File: config.mk
export PLATFORM = sky130hd
export DESIGN_NAME = fabric_stream_rx
export DESIGN_NICKNAME = d
export VERILOG_FILES = /design/src/rtl/fabric_stream_rx.sv
export SDC_FILE = /design/constraint.sdc
export NUM_CORES = 1
export LEC_CHECK = 0
export BUFFER_PORTS_ARGS = -buffer_cell sky130_fd_sc_hd__buf_2
export CORE_UTILIZATION = 54
export CTS_CLUSTER_SIZE = 8
export DETAILED_ROUTE_END_ITERATION = 7
export GPL_TIMING_DRIVEN = 0
export MAX_ROUTING_LAYER = met4
export PLACE_DENSITY = 0.84
export SLEW_MARGIN = 30
export SYNTH_ARGS = -nofsm -noshare
export SYNTH_HDL_FRONTEND = slang
export SYNTH_SLANG_ARGS = --single-unit
File: constraint.sdc
create_clock -name clk -period 4.1 [get_ports clk]
set_input_delay 0.615 -clock clk [delete_from_list [all_inputs] [get_ports clk]]
set_output_delay 0.615 -clock clk [all_outputs]
set_load 0.03 [all_outputs]
File: src/rtl/fabric_stream_rx.sv
// fabric_stream_rx: 2-entry skid-buffered stream sink with registered ready and sticky handshake checker
module fabric_stream_rx #(
  parameter int          WIDTH        = 32,
  parameter bit          CHECK_EN     = 1'b1,
  parameter int          ERR_W        = 16,
  parameter int unsigned ERR_DROP     = 1,
  parameter int unsigned ERR_UNSTABLE = 2
) (
  input  logic             clk,
  input  logic             rst,
  input  logic             in_valid,
  output logic             in_ready,
  input  logic [WIDTH-1:0] in_data,
  output logic             out_valid,
  input  logic             out_ready,
  output logic [WIDTH-1:0] out_data,
  output logic             error_valid,
  output logic [ERR_W-1:0] error_code
);
  logic [WIDTH-1:0] main_q, main_d, skid_q, skid_d, cap_q;
  logic [1:0]       cnt_q, cnt_d;
  logic             in_ready_q, stall_q, err_v_q, err_v_d, push, pop, viol;
  logic [ERR_W-1:0] err_c_q, err_c_d;
  assign in_ready    = in_ready_q;
  assign out_valid   = cnt_q != 2'd0;
  assign out_data    = main_q;
  assign error_valid = err_v_q;
  assign error_code  = err_c_q;
  always_comb begin
    push    = in_valid && in_ready_q;
    pop     = out_valid && out_ready;
    cnt_d   = cnt_q + {1'b0, push} - {1'b0, pop};
    main_d  = (pop && cnt_q == 2'd2) ? skid_q :
              (push && (cnt_q == 2'd0 || pop)) ? in_data : main_q;
    skid_d  = (push && ((cnt_q == 2'd1 && !pop) || (cnt_q == 2'd2 && pop))) ? in_data : skid_q;
    // a beat refused last edge must be held, unchanged, on this edge
    viol    = CHECK_EN && stall_q && !err_v_q && (!in_valid || in_data != cap_q);
    err_v_d = err_v_q || viol;
    err_c_d = viol ? (!in_valid ? ERR_W'(ERR_DROP) : ERR_W'(ERR_UNSTABLE)) : err_c_q;
  end
  always_ff @(posedge clk or posedge rst) begin
    if (rst) begin
      main_q     <= '0;
      skid_q     <= '0;
      cap_q      <= '0;
      cnt_q      <= '0;
      in_ready_q <= 1'b0;
      stall_q    <= 1'b0;
      err_v_q    <= 1'b0;
      err_c_q    <= '0;
    end else begin
      main_q     <= main_d;
      skid_q     <= skid_d;
      cap_q      <= in_data;
      cnt_q      <= cnt_d;
      in_ready_q <= cnt_d < 2'd2;
      stall_q    <= in_valid && !in_ready_q;
      err_v_q    <= err_v_d;
      err_c_q    <= err_c_d;
    end
  end
endmodule

; ---- Word level (Yosys, flattened, before mapping)
; Cells that the tools add are included.
[op_classes]
eq_ne = 3
n_addsub = 2
n_lt_le_gt_ge = 1
muxes = 3
n_reduce_logical = 20
[op_table]
columns = op, count
row1 = $mux W32, 2
row2 = $ne A32 B32 Y1, 1
row3 = $logic_and A1 B1 Y1, 9
row4 = $logic_not A1 Y1, 4
row5 = $logic_or A1 B1 Y1, 4
row6 = $reduce_bool A2 Y1, 2
row7 = $add A2 B1 Y2, 1
row8 = $eq A2 B1 Y1 const B, 1
row9 = $eq A2 B2 Y1 const B, 1
row10 = $logic_not A2 Y1, 1
row11 = $lt A2 B2 Y1 const B, 1
row12 = $mux W2, 1
row13 = $sub A2 B1 Y2, 1
[word_totals]
reg_bits = 117
out_inout_bits = 51
input_bits = 36

; ---- Longest topological paths before layout
; Gate-level depths: netlist (run 1).
[depth]
ltp_word = 6
depth_mapped = 8

; ---- Worst setup path after synthesis (run 1)
; No wires, ideal clock.
[synth_timing]
path_type = flip-flop to flip-flop
from = register cnt_q[1]
to = register in_ready_q (netlist: in_ready)
setup_slack_ps = 2206
setup_time_ps = 121
t_arrival_ps = 1772
stages_incl_launch_ff = 9
required_ps = 3979
path_cell_list = dfrtp_1 > or2_1 > and2_1 > ha_1 > inv_1 > ha_1 > xnor2_1 > xnor2_1 > inv_1
[synth_via]
elab_chain_cells = 4
[synth_rtl]
columns = element, line
row1 = "start, declared", 21  ; logic [1:0] cnt_q, cnt_d;
row2 = "start signal, assigned", 55  ; cnt_q <= cnt_d;
row3 = $reduce_bool A2 Y1, 25  ; assign out_valid = cnt_q != 2'd0;
row4 = via out_valid, 14  ; output logic out_valid,
row5 = $logic_and A1 B1 Y1, 31  ; pop = out_valid && out_ready;
row6 = $sub A2 B1 Y2, 32  ; cnt_d = cnt_q + {1'b0, push} - {1'b0, pop};
row7 = via cnt_d[1], 21
row8 = $lt A2 B2 Y1, 56  ; in_ready_q <= cnt_d < 2'd2;
row9 = "end signal, assigned", 56
row10 = "end, declared", 22  ; logic in_ready_q, stall_q, err_v_q, err_v_d, push, pop, viol;
; The timed path passes the listed nets, and every way through them passes these cells.
; A chain may end at the register's enable or synchronous reset.

; ---- Worst setup path in the final report (run 1)
[layout_timing]
from = input port in_data[20]
to = register err_c_q[1] (netlist: error_code[1])
[layout_via]
elab_chain_cells = 3
[layout_rtl]
columns = element, line
row1 = "start, declared", 13  ; input logic [WIDTH-1:0] in_data,
row2 = $ne A32 B32 Y1, 37  ; viol = CHECK_EN && stall_q && !err_v_q && (!in_valid || in_data != cap_q);
row3 = $logic_or A1 B1 Y1, 37
row4 = $logic_and A1 B1 Y1, 37
row5 = "end signal, assigned", 59  ; err_c_q <= err_c_d;
row6 = "end, declared", 23  ; logic [ERR_W-1:0] err_c_q, err_c_d;
; Every way passes these cells.

==> results of run 1 <==
## worst reg2reg max path, stage by stage (launching register included)
cell,delay [ns]
sky130_fd_sc_hd__dfrtp_1,0.39
sky130_fd_sc_hd__xor2_1,0.17
sky130_fd_sc_hd__nor4_1,0.53
sky130_fd_sc_hd__and3_1,0.27
sky130_fd_sc_hd__a311oi_2,0.15
sky130_fd_sc_hd__mux2_4,0.33
## flip-flops by register name, indices dropped and copies added, names as in the netlist
signal / count
cap_q: 32
out_data: 32
skid_q: 32
cnt_q: 2
error_code: 2
error_valid: 1
in_ready: 1
stall_q: 1
## routing by layer
metal / global-route usage / vias up / wire (um)
li1: - / 1269 / -
met1: 0.296 / 1318 / 3720
met2: 0.332 / 63 / 3860
met3: 0.0505 / 12 / 402
met4: 0.0645 / 0 / 74
met5: - / - / 0
## how the worst max path moves through the flow
| stage | from | end | slack, ns | cells after the start |
|---|---|---|---|---|
| 2_1_floorplan | rst | cap_q[0] | 0.78 | 1 |
| 3_3_place_gp | rst | out_data[28] | -0.25 | 2 |
| 3_5_place_dp | in_data[20] | error_code[1] | 1.86 | 6 |
| 4_1_cts | in_data[20] | error_code[1] | 2.16 | 6 |
| 5_1_grt | cap_q[14] | error_code[1] | 2.08 | 5 |
| 6_report | in_data[20] | error_code[1] | 2.15 | 6 |
## report_power, final
group,switching [uW],internal [uW],leakage [uW]
sequential,185,1370,0.00124
clock,307,226,0.0000809
combinational,829,482,0.00119
## placed cells by master (no fill, tap or decap)
cell type	netlist	routed
sky130_fd_sc_hd__nor2_1	1	1
sky130_fd_sc_hd__dfrtp_1	103	103
sky130_fd_sc_hd__and3_1	1	1
sky130_fd_sc_hd__a21o_1	2	2
sky130_fd_sc_hd__nand2_1	34	34
sky130_fd_sc_hd__inv_6	0	1
sky130_fd_sc_hd__clkbuf_8	0	10
sky130_fd_sc_hd__nand4_1	6	6
sky130_fd_sc_hd__nor3_2	1	1
sky130_fd_sc_hd__xor2_1	4	4
sky130_fd_sc_hd__or2_1	1	1
sky130_fd_sc_hd__clkbuf_1	1	2
sky130_fd_sc_hd__buf_4	17	17
sky130_fd_sc_hd__inv_1	5	4
sky130_fd_sc_hd__o21ai_1	32	32
sky130_fd_sc_hd__nand3b_1	1	1
sky130_fd_sc_hd__mux2i_1	33	33
sky130_fd_sc_hd__nor2b_1	2	2
sky130_fd_sc_hd__buf_16	0	1
sky130_fd_sc_hd__ha_1	2	2
sky130_fd_sc_hd__o21a_1	1	1
sky130_fd_sc_hd__buf_2	10	82
sky130_fd_sc_hd__clkinv_2	0	2
sky130_fd_sc_hd__mux2_4	1	1
sky130_fd_sc_hd__nor4_1	1	1
sky130_fd_sc_hd__a311oi_2	1	1
sky130_fd_sc_hd__xnor2_1	30	30
sky130_fd_sc_hd__and2_1	1	1
sky130_fd_sc_hd__nand3_1	2	2
sky130_fd_sc_hd__mux2_1	32	32
sky130_fd_sc_hd__nor4_2	1	1
sky130_fd_sc_hd__conb_1	1	14
## layout make-up
cell class,count,share of cell area
inverter,5,0.00478
timing repair buffer,73,0.0780
multi-input combinational,204,0.307
sequential,103,0.518
clock buffer,11,0.0284
tap,99,0.0249
clock inverter,2,0.00201
buffer,28,0.0365
## logic make-up after synthesis
kind of cell / Yosys count / share of synthesized area
adders and majority gates: 2 / 0.00588
muxes: 66 / 0.166
xor gates and xnor gates: 34 / 0.0700
and+or+nand+nor: 52 / 0.0579
DFF: 103 / 0.606
other: 1 / 0.000882
buffers and inverters: 33 / 0.0471
AOI/OAI and AO/OA: 36 / 0.0465
## through the flow
step,hold WS [ns],utilization,setup WS [ns],std cells
after floorplan,0.450,-,0.781,340
after global placement,0.437,0.643,-0.253,511
after detailed placement,0.445,0.647,1.86,512
after CTS,0.297,0.668,2.16,525
after global routing,0.313,0.668,2.08,525
final,0.286,0.668,2.15,525
==> results.md, run 1 <==
| Step | Result | Reported |
|:---|:---|:---|
| cts | Count of clock tree sinks | 103 |
| power and ir drop | Leakage power | 0.00251 uW |
| critical path | Crit Path Class | input pin to register |
| synthesis | Dominant cell by count in the synthesized netlist | sky130_fd_sc_hd__dfrtp_1 |
| synthesis | Post-Synthesis Mean Instance Area | 13.0 um2 |
| route | DR vias | 2662 |
| final layout | Multi-input gate area in the final layout | 1530 um2 |
| cts | Max Root-Sink Buffers | 2 |
| power and ir drop | Worst IR Drop VDD | 0.461 mV |
| critical path | Kind of launch point of the worst setup path | input pin |
| floorplanning | Row count | 31 |
| job | Max-capacitance violation count | 0 |
| critical path | Data arrival at the endpoint of the critical path | 2.19 ns |
| sta | Upper clock frequency limit | 514 MHz |
| synthesis | Most used flip-flop cell after synthesis | sky130_fd_sc_hd__dfrtp_1 |
| grt | Global router's overall resource usage | 0.219 |
| sta | Setup TNS | 0 ns |
| final layout | Fill cell count | 568 |
| critical path | Worst Reg-to-Reg Cells | 5 |
| route | Wire per inst | 15.3 um |
| grt | First-pass GRT wire length | 13300 um |
| synthesis | Total of flip-flops plus latches after synthesis | 103 |
| final layout | Inserted Diodes | 0 |
| synthesis | Top post-synthesis cells by area | sky130_fd_sc_hd__dfrtp_1 (61%), sky130_fd_sc_hd__mux2_1 (8.5%), sky130_fd_sc_hd__mux2i_1 (7.8%) |
| run status | Run status | finished clean |
| synthesis | Number of synthesized flops with an enable pin | 0 |
| sta | Tmin final | 1.95 ns |
| floorplanning | Die extent in x | 90.8 um |
| critical path | CP cell instances | buf_2 > xor2_1 > nor4_1 > and3_1 > a311oi_2 > mux2_4 |
| route | Number of design rule violations left after detail routing | 0 |
| floorplanning | Die footprint | 8240 um2 |
| final layout | Final design area excluding fillers | 4970 um2 |
| grt | Maximum number of pins on one net before global-route repair | 53 |
| placed design | Count of input and output buffers | 72 |
| grt | Aggregate global routing overflow | 0 |
| route | Post-DR vias/cell | 5.07 |
| cts | CTS tree | built |
| route | DRC marker count from the first detailed-route iteration | 89 |
| grt | Initial antenna violation count | 0 |
| synthesis | Area share of the largest cell type after synthesis | 0.606 |
| sta | RSZ-0062 raised after global routing | false |
| route | Antenna-violating nets left | 0 |
| synthesis | Yosys warning count | 0 |
| cts | CTS-repair resized insts | 0 |
| sta | Final hold vios | 0 |
| sta | Worst Tran Pin Value | 0.539 ns |
| critical path | Cell with the largest stage delay on the worst path | sky130_fd_sc_hd__nor4_1 |
| cts | CTS buffer count | 9 |
| synthesis | Cell types with the highest counts after synthesis | sky130_fd_sc_hd__dfrtp_1 (103), sky130_fd_sc_hd__nand2_1 (34), sky130_fd_sc_hd__mux2i_1 (33) |
| min path | Kind of path behind the tightest hold check | input pin to async pin |
| cts | Clock latency on the worst-skew pair | 0.35 ns |
| final layout | Net total in the final layout | 462 |
| power and ir drop | Total power draw | 3400 uW |
| cts | Number of H-tree branching levels | 3 |
| power and ir drop | P per Cell Area | 684 nW/um2 |
| cts | Clock-pin transition on the worst setup and hold timing paths | 0.08 ns |
| critical path | R2R setup slack | 2.17 ns |
| sta | Final number of setup-violating endpoints | 0 |
| floorplanning | Placeable core area | 7450 um2 |
| critical path | Count of buffering cells on the critical path with inverters included | 1 |
| critical path | Beginning of the worst register-to-register path | cap_q[20] |
| synthesis | Cell type with the highest aggregate area in the netlist | sky130_fd_sc_hd__dfrtp_1 |
| synthesis | Total standard cell area after synthesis | 4250 um2 |
| sta | Setup clock skew after layout | 0.00732 ns |
| final layout | Fraction of final layout cells with drive strength greater than 1 | 0.275 |
| synthesis | Cell count after synthesis | 327 |
| route | Total wirelength of the detailed-routed design | 8060 um |
| synthesis | Seq/Total Area, Yosys | 0.606 |
| synthesis | Number of distinct library cells after synthesis | 28 |
| critical path | Kind of cell with the highest combined delay on the critical path | simple AND/OR/NAND/NOR gates |
| cts | Number of post-CTS setup repair buffers | 0 |
| floorplanning | Die outline height | 90.8 um |
| sta | Number of pins with negative max-slew slack in the final report | 0 |
| critical path | FF-to-FF End | error_code[1] |
| critical path | Data required time at the worst endpoint | 4.34 ns |
| placed design | Routability congestion estimate | 0.760 |
| final layout | Area taken by flip-flops and latches | 2580 um2 |
| final layout | Layout area overhead | 16.9% |
| critical path | CP max stage delay | 0.53 ns |
| floorplanning | I/O pin cnt | 87 |
| sta | Headroom to the max-slew limit | 0.638 |
| cts | Post-CTS Hold Buffers | 0 |
| synthesis | Ys async rst share | 1.00 |
| floorplanning | Initial Utilization | 0.571 |
| sta | Final critical-path share of the clock period | 0.475 |
| critical path | Critical Path Fanout Max | 4 |
| placed design | Post-detailed-placement half-perimeter wirelength | 5860 um |
| route | First drt pass iteration count | 4 |
| grt | Vias in the first global route | 2659 |
| placed design | Cell Area, Placed | 4820 um2 |
| cts | Buffer type at the clock tree root | sky130_fd_sc_hd__clkbuf_8 |
| critical path | CP Capture Type | register |
No activity file was read; power rests on OpenSTA's default activity.
==> run 2: changes to the inputs <==
- clock period: 4.1 -> 1.8 ns (I/O delays scaled with it)
==> run 2 against run 1 <==
Against the previous run: the flow now finishes with violations (setup timing); critical path type is now register to register; clock-buffer cell count unchanged; sequential power is 130% higher; critical path depth decreased by 1; first-iteration DRC count is 45% higher; critical endpoint unchanged; clock power increased by 140%.
==> results.md, run 2 (same netlist as run 1, synthesis figures left out) <==
| Step | Result | Reported | Delta |
|:---|:---|:---|:---|
| route | WL met2 | 4210 um | +9.2% |
| floorplanning | Die outline height | 90.8 um | unchanged |
| critical path | Cell with the largest stage delay on the worst path | sky130_fd_sc_hd__dfrtp_1 |  |
| min path | Kind of path behind the tightest hold check | input pin to register |  |
| route | Total wirelength of the detailed-routed design | 8450 um | +4.9% |
| final layout | Net total in the final layout | 470 | +1.7% |
| sta | Tmin final | 1.82 ns |  |
| route | DR vias | 2721 | +2.2% |
| floorplanning | Die footprint | 8240 um2 | unchanged |
| cts | CTS tree | built |  |
| sta | Final critical-path setup slack | -0.0189 ns | -2.17 ns |
| grt | Maximum number of pins on one net before global-route repair | 31 | -42% |
| route | Number of design rule violations left after detail routing | 0 | unchanged |
| critical path | R2R setup slack | -0.02 ns | -2.19 ns |
| power and ir drop | Total power draw | 8170 uW | +140% |
| critical path | CP cell instances | xor2_1 > nor4_2 > and3_1 > a311oi_2 > mux2_4 |  |
| floorplanning | Placeable core area | 7450 um2 | unchanged |
| sta | Setup clock skew after layout | 0.00996 ns | +0.00264 ns |
| critical path | Kind of cell with the highest combined delay on the critical path | flip-flops |  |
| critical path | Data required time at the worst endpoint | 2.05 ns | -2.29 ns |
| placed design | Count of input and output buffers | 72 | unchanged |
| critical path | Data arrival at the endpoint of the critical path | 2.06 ns | -0.13 ns |
| sta | Final hold vios | 0 | unchanged |
| critical path | Crit Path Class | register to register |  |
| grt | Aggregate global routing overflow | 0 | unchanged |
| cts | Max Root-Sink Buffers | 2 | unchanged |
| final layout | Layout area overhead | 22.1% |  |
| cts | Buffer type at the clock tree root | sky130_fd_sc_hd__clkbuf_8 |  |
| power and ir drop | Worst IR Drop VDD | 1.03 mV | +120% |
| final layout | Fraction of final layout cells with drive strength greater than 1 | 0.312 | +0.0373 |
| floorplanning | Initial Utilization | 0.571 | unchanged |
| job | Max-capacitance violation count | 0 | unchanged |
| route | Post-DR vias/cell | 5.09 | +0.31% |
| sta | RSZ-0062 raised after global routing | true |  |
| sta | Upper clock frequency limit | 550 MHz |  |
| cts | Clock-pin transition on the worst setup and hold timing paths | 0.09 ns | about the same |
| power and ir drop | P per Cell Area | 1570 nW/um2 | +130% |
| route | Detailed-routing wirelength on met1 | 3820 um | +2.5% |
| final layout | Non-filler instance count after layout | 535 | +1.9% |
| grt | Global router's overall resource usage | 0.231 | +0.0121 |
| route | Wire per inst | 15.8 um | +2.9% |
| critical path | CP max stage delay | 0.38 ns | -0.15 ns |
| critical path | CP Capture Type | register |  |
| route | Antenna-violating nets left | 0 | unchanged |
| run status | Run status | finished with violations |  |
| grt | Initial antenna violation count | 0 | unchanged |
| sta | Final critical-path share of the clock period | 1.01 |  |
| power and ir drop | Leakage power | 0.00261 uW | +4.0% |
| route | DRC marker count from the first detailed-route iteration | 129 | +45% |
| placed design | Routability congestion estimate | 0.747 | -1.7% |
| sta | Final number of setup-violating endpoints | 1 | +1 |
| floorplanning | Die extent in x | 90.8 um | unchanged |
| cts | Count of clock tree sinks | 103 | unchanged |
| route | First drt pass iteration count | 4 | unchanged |
| sta | Setup TNS | -0.0189 ns | -0.0189 ns |
| critical path | Critical Path Fanout Max | 2 | -2 |
| cts | Number of H-tree branching levels | 3 | unchanged |
| grt | Vias in the first global route | 2747 | +3.3% |
| floorplanning | Row count | 31 | unchanged |
| final layout | Most frequent cells in the layout | sky130_fd_sc_hd__dfrtp_1 (103), sky130_fd_sc_hd__buf_2 (75), sky130_fd_sc_hd__nand2_1 (34) |  |
| floorplanning | I/O pin cnt | 87 | unchanged |
| cts | CTS buffer count | 9 | unchanged |
| placed design | Number of placed instances with taps included | 515 | +0.59% |
| final layout | Commonest non-fill, non-tap cell in the layout | sky130_fd_sc_hd__dfrtp_1 |  |
| critical path | Count of buffering cells on the critical path with inverters included | 0 | -1 |
| route | Detailed route wirelength on metal3 | 301 um | -25% |
| placed design | Post-detailed-placement half-perimeter wirelength | 5990 um | +2.1% |
| cts | Clock latency on the worst-skew pair | 0.36 ns | about the same |
| critical path | Kind of launch point of the worst setup path | register |  |
| run status | Violated checks | setup timing |  |
| final layout | Inserted Diodes | 0 | unchanged |
| route | Uppermost layer routed | met4 |  |
| sta | Number of pins with negative max-slew slack in the final report | 0 | unchanged |
| grt | First-pass GRT wire length | 14100 um | +5.7% |
run 2: cell count changes in the layout (fill, tap and decap cells not counted), sizes merged:
cell	delta
clkinv	+1
inv	-1
clkinvlp	+2
clkbuf	-1
buf	+8
dlygate4sd3	+1
run 2: metal layers:
layer / global-route usage / vias up
li1: - / 1286
met1: 0.308 / 1356
met2: 0.363 / 67
met3: 0.0354 / 12
met4: 0.0806 / 0
met5: - / -
run 2: final timing paths:
kind                        startpoint             to  cells past startpoint
max                          cap_q[12]  error_code[1]                      5
min                        in_data[17]      cap_q[17]                      1
max reg2reg                  cap_q[12]  error_code[1]                      5
min reg2reg                   in_ready        stall_q                      1
max in group asynchronous          rst       cap_q[0]                      5
min in group asynchronous          rst     skid_q[12]                      3
run 2: stage by stage:
stage                util  setup WS (ns)  hold slack (ns)  instance area (um2)
detailed placement  0.655        -0.0967            0.206                 4880
global route        0.697        -0.0428           0.0533                 5190
finish              0.697        -0.0189           0.0581                 5190
floorplan               -        0.00107            0.301                 4310
CTS                 0.687       -0.00686           0.0487                 5120
global placement    0.644         -0.292            0.427                 4790
run 2: final cells by class:
cell class	count	area (um2)
Buffer	27	206
Inverter	5	22.5
Clock inverter	4	22.5
Clock buffer	11	141
Tap cell	99	124
Sequential cell	103	2580
Fill cell	526	2250
Multi-Input combinational cell	204	1600
Timing Repair Buffer	82	495
run 2: repair_timing:
item / 4_1_cts / 5_1_grt
pin swaps: 8 / 6
cloned: 0 / 0
endpoints found under the hold margin: 5 / 0
buffers inserted: 3 / 2
setup endpoints to repair: 33 / 64
hold buffers: 1 / 0
resized for setup: 7 / 21
run 2: report_power, final:
part | internal (uW) | total, uW | switching [uW]
clock network | 527 | 1260 | 736
logic | 1340 | 3360 | 2020
registers | 3120 | 3540 | 421
==> run 3: changes to the inputs <==
- CORE_MARGIN: unset -> 3
- clock period: 1.8 -> 1.9 ns (I/O delays scaled with it)
==> run 3 against run 2 <==
Against the previous run: the flow now finishes without violations; clock skew decreased by 0.0060 ns; die area increased by 9.0%; sequential share of layout area increased by 0.67 points; hold slack improved by 0.018 ns; via count decreased by 0.11%; critical path depth unchanged; combinational power decreased by 13%; wire length increased by 0.40%; cell count decreased by 0.56%; critical path type unchanged.
==> results.md, run 3 (same netlist as run 1, synthesis figures left out) <==
| Step | Result | Reported | Delta |
|:---|:---|:---|:---|
| sta | RSZ-0062 raised after global routing | true |  |
| critical path | Critical Path Fanout Max | 2 | unchanged |
| route | First drt pass iteration count | 4 | unchanged |
| critical path | Startpoint of the most critical setup path | cap_q[26] |  |
| placed design | Count of input and output buffers | 72 | unchanged |
| critical path | FF-to-FF End | error_code[1] |  |
| power and ir drop | Worst IR Drop VDD | 0.858 mV | -17% |
| final layout | Inserted Diodes | 0 | unchanged |
| grt | Initial antenna violation count | 0 | unchanged |
| floorplanning | Die footprint | 8980 um2 | +9.0% |
| power and ir drop | Total power draw | 7860 uW | -3.7% |
| critical path | Worst Reg-to-Reg Cells | 5 | unchanged |
| power and ir drop | Leakage power | 0.00258 uW | -1.0% |
| power and ir drop | P per Cell Area | 1530 nW/um2 | -2.4% |
| route | Wire per inst | 15.9 um | +0.97% |
| route | Number of design rule violations left after detail routing | 0 | unchanged |
| sta | Final number of setup-violating endpoints | 0 | -1 |
| final layout | Net total in the final layout | 466 | -0.85% |
| floorplanning | Die extent in x | 94.8 um | +4.4% |
| final layout | Layout area overhead | 20.5% |  |
| final layout | Fraction of final layout cells with drive strength greater than 1 | 0.286 | -0.0256 |
| cts | Number of H-tree branching levels | 3 | unchanged |
| route | DR vias | 2718 | -0.11% |
| placed design | Routability congestion estimate | 0.756 | +1.2% |
| critical path | R2R setup slack | 0.09 ns | +0.10 ns |
| critical path | Data arrival at the endpoint of the critical path | 2.06 ns | about the same |
| cts | CTS tree | built |  |
| cts | Buffer type at the clock tree root | sky130_fd_sc_hd__clkbuf_8 |  |
| cts | Max Root-Sink Buffers | 2 | unchanged |
| route | Post-DR vias/cell | 5.11 | +0.45% |
| sta | Upper clock frequency limit | 551 MHz | +0.22% |
| floorplanning | Placeable core area | 7450 um2 | unchanged |
| grt | Aggregate global routing overflow | 0 | unchanged |
| job | Max-capacitance violation count | 0 | unchanged |
| grt | Vias in the first global route | 2698 | -1.8% |
| sta | Tmin final | 1.81 ns | -0.00404 ns |
| min path | Kind of path behind the tightest hold check | input pin to register |  |
| critical path | Crit Path Class | register to register |  |
| cts | Clock latency on the worst-skew pair | 0.36 ns | about the same |
| cts | Count of clock tree sinks | 103 | unchanged |
| floorplanning | Die outline height | 94.8 um | +4.4% |
| critical path | Kind of launch point of the worst setup path | register |  |
| sta | Final critical-path share of the clock period | 0.955 | -0.0553 |
| critical path | End point of the critical path | error_code[1] |  |
| final layout | Most frequent cells in the layout | sky130_fd_sc_hd__dfrtp_1 (103), sky130_fd_sc_hd__buf_2 (82), sky130_fd_sc_hd__nand2_1 (34) |  |
| floorplanning | Initial Utilization | 0.571 | unchanged |
| critical path | Beginning of the worst register-to-register path | cap_q[26] |  |
| placed design | Worst setup timing slack at the placement stage | -0.0226 ns | +0.0741 ns |
| grt | Global router's overall resource usage | 0.212 | -0.0193 |
| sta | Setup clock skew after layout | 0.00392 ns | -0.00604 ns |
| sta | Final critical-path setup slack | 0.0852 ns | +0.104 ns |
| floorplanning | I/O pin cnt | 87 | unchanged |
| grt | Maximum number of pins on one net before global-route repair | 32 | +3.2% |
| cts | CTS buffer count | 9 | unchanged |
| route | DRC marker count from the first detailed-route iteration | 133 | +3.1% |
| final layout | Fill cell count | 549 | +4.4% |
| sta | Setup TNS | 0 ns | +0.0189 ns |
| cts | Clock-pin transition on the worst setup and hold timing paths | 0.09 ns | about the same |
| run status | Run status | finished clean |  |
| critical path | CP Capture Type | register |  |
| grt | First-pass GRT wire length | 13700 um | -2.8% |
| route | Total wirelength of the detailed-routed design | 8480 um | +0.40% |
| route | Antenna-violating nets left | 0 | unchanged |
| final layout | Commonest non-fill, non-tap cell in the layout | sky130_fd_sc_hd__dfrtp_1 |  |
| sta | Final hold vios | 0 | unchanged |
| critical path | Data required time at the worst endpoint | 2.15 ns | +0.10 ns |
| floorplanning | Row count | 31 | unchanged |
| sta | Number of pins with negative max-slew slack in the final report | 0 | unchanged |
| placed design | Post-detailed-placement half-perimeter wirelength | 6100 um | +1.8% |
[run 3: changes by cell type in the layout (fill, tap and decap cells not counted), sizes merged]
cell and change:
bufinv +3, clkinv -3, clkbuf +2, buf -4, clkinvlp -1
[run 3: where the power goes]
group / leakage, uW / internal, uW / switching [uW] / total, uW
clock network: 0.000118 / 914 / 690 / 1600
registers: 0.00124 / 2960 / 393 / 3350
logic: 0.00123 / 1080 / 1830 / 2910
[run 3: repair_timing]
| action | CTS | global route |
|---|---|---|
| resized for setup | 0 | 3 |
| endpoints found under the setup margin | 0 | 32 |
| hold buffers | 1 | 0 |
| hold endpoints to repair | 15 | 0 |
| setup buffers | 0 | 2 |
[run 3: layer usage]
metal  track usage  vias to the layer above  share of wire
li1              -                     1284              -
met1         0.278                     1346           0.44
met2         0.332                       78           0.49
met3        0.0462                       10          0.060
met4        0.0649                        0          0.013
met5             -                        -              0
[run 3: layout make-up]
| cell class | count | area (um2) | area share |
|---|---|---|---|
| plain buffers | 27 | 178 | 0.0347 |
| flip-flops and latches | 103 | 2580 | 0.503 |
| clock inverters | 3 | 90.1 | 0.0176 |
| clock buffers | 13 | 149 | 0.0291 |
| well taps | 99 | 124 | 0.0242 |
| multi-input cells | 204 | 1540 | 0.300 |
| inverters | 5 | 22.5 | 0.00439 |
| repair buffers | 78 | 445 | 0.0869 |
[run 3: critical path, stage by stage, from the launching register on]
cell                       delay [ns]
sky130_fd_sc_hd__dfrtp_1         0.39
sky130_fd_sc_hd__xnor2_1         0.18
sky130_fd_sc_hd__nand4_1         0.24
sky130_fd_sc_hd__nor4_4          0.38
sky130_fd_sc_hd__a311oi_2        0.20
sky130_fd_sc_hd__mux2_4          0.33
[run 3: worst min-delay path by stage]
stage	startpoint	endpoint	slack, ns	cells after the start
2_1_floorplan	in_data[0]	cap_q[0]	0.32	0
3_3_place_gp	in_ready	stall_q	0.44	1
3_5_place_dp	rst	cap_q[15]	0.33	2
4_1_cts	in_data[17]	cap_q[17]	0.06	1
5_1_grt	in_data[6]	cap_q[6]	0.06	1
6_report	in_data[17]	cap_q[17]	0.08	1
[run 3: metrics by stage]
stage               hold WS, ns  std cells  utilization  area (um2)
detailed placement        0.335        514        0.651        4850
global placement          0.437        511        0.643        4790
CTS                      0.0612        531        0.685        5100
floorplan                 0.316        340            -        4310
finish                   0.0757        532        0.688        5120
global route             0.0597        532        0.688        5120
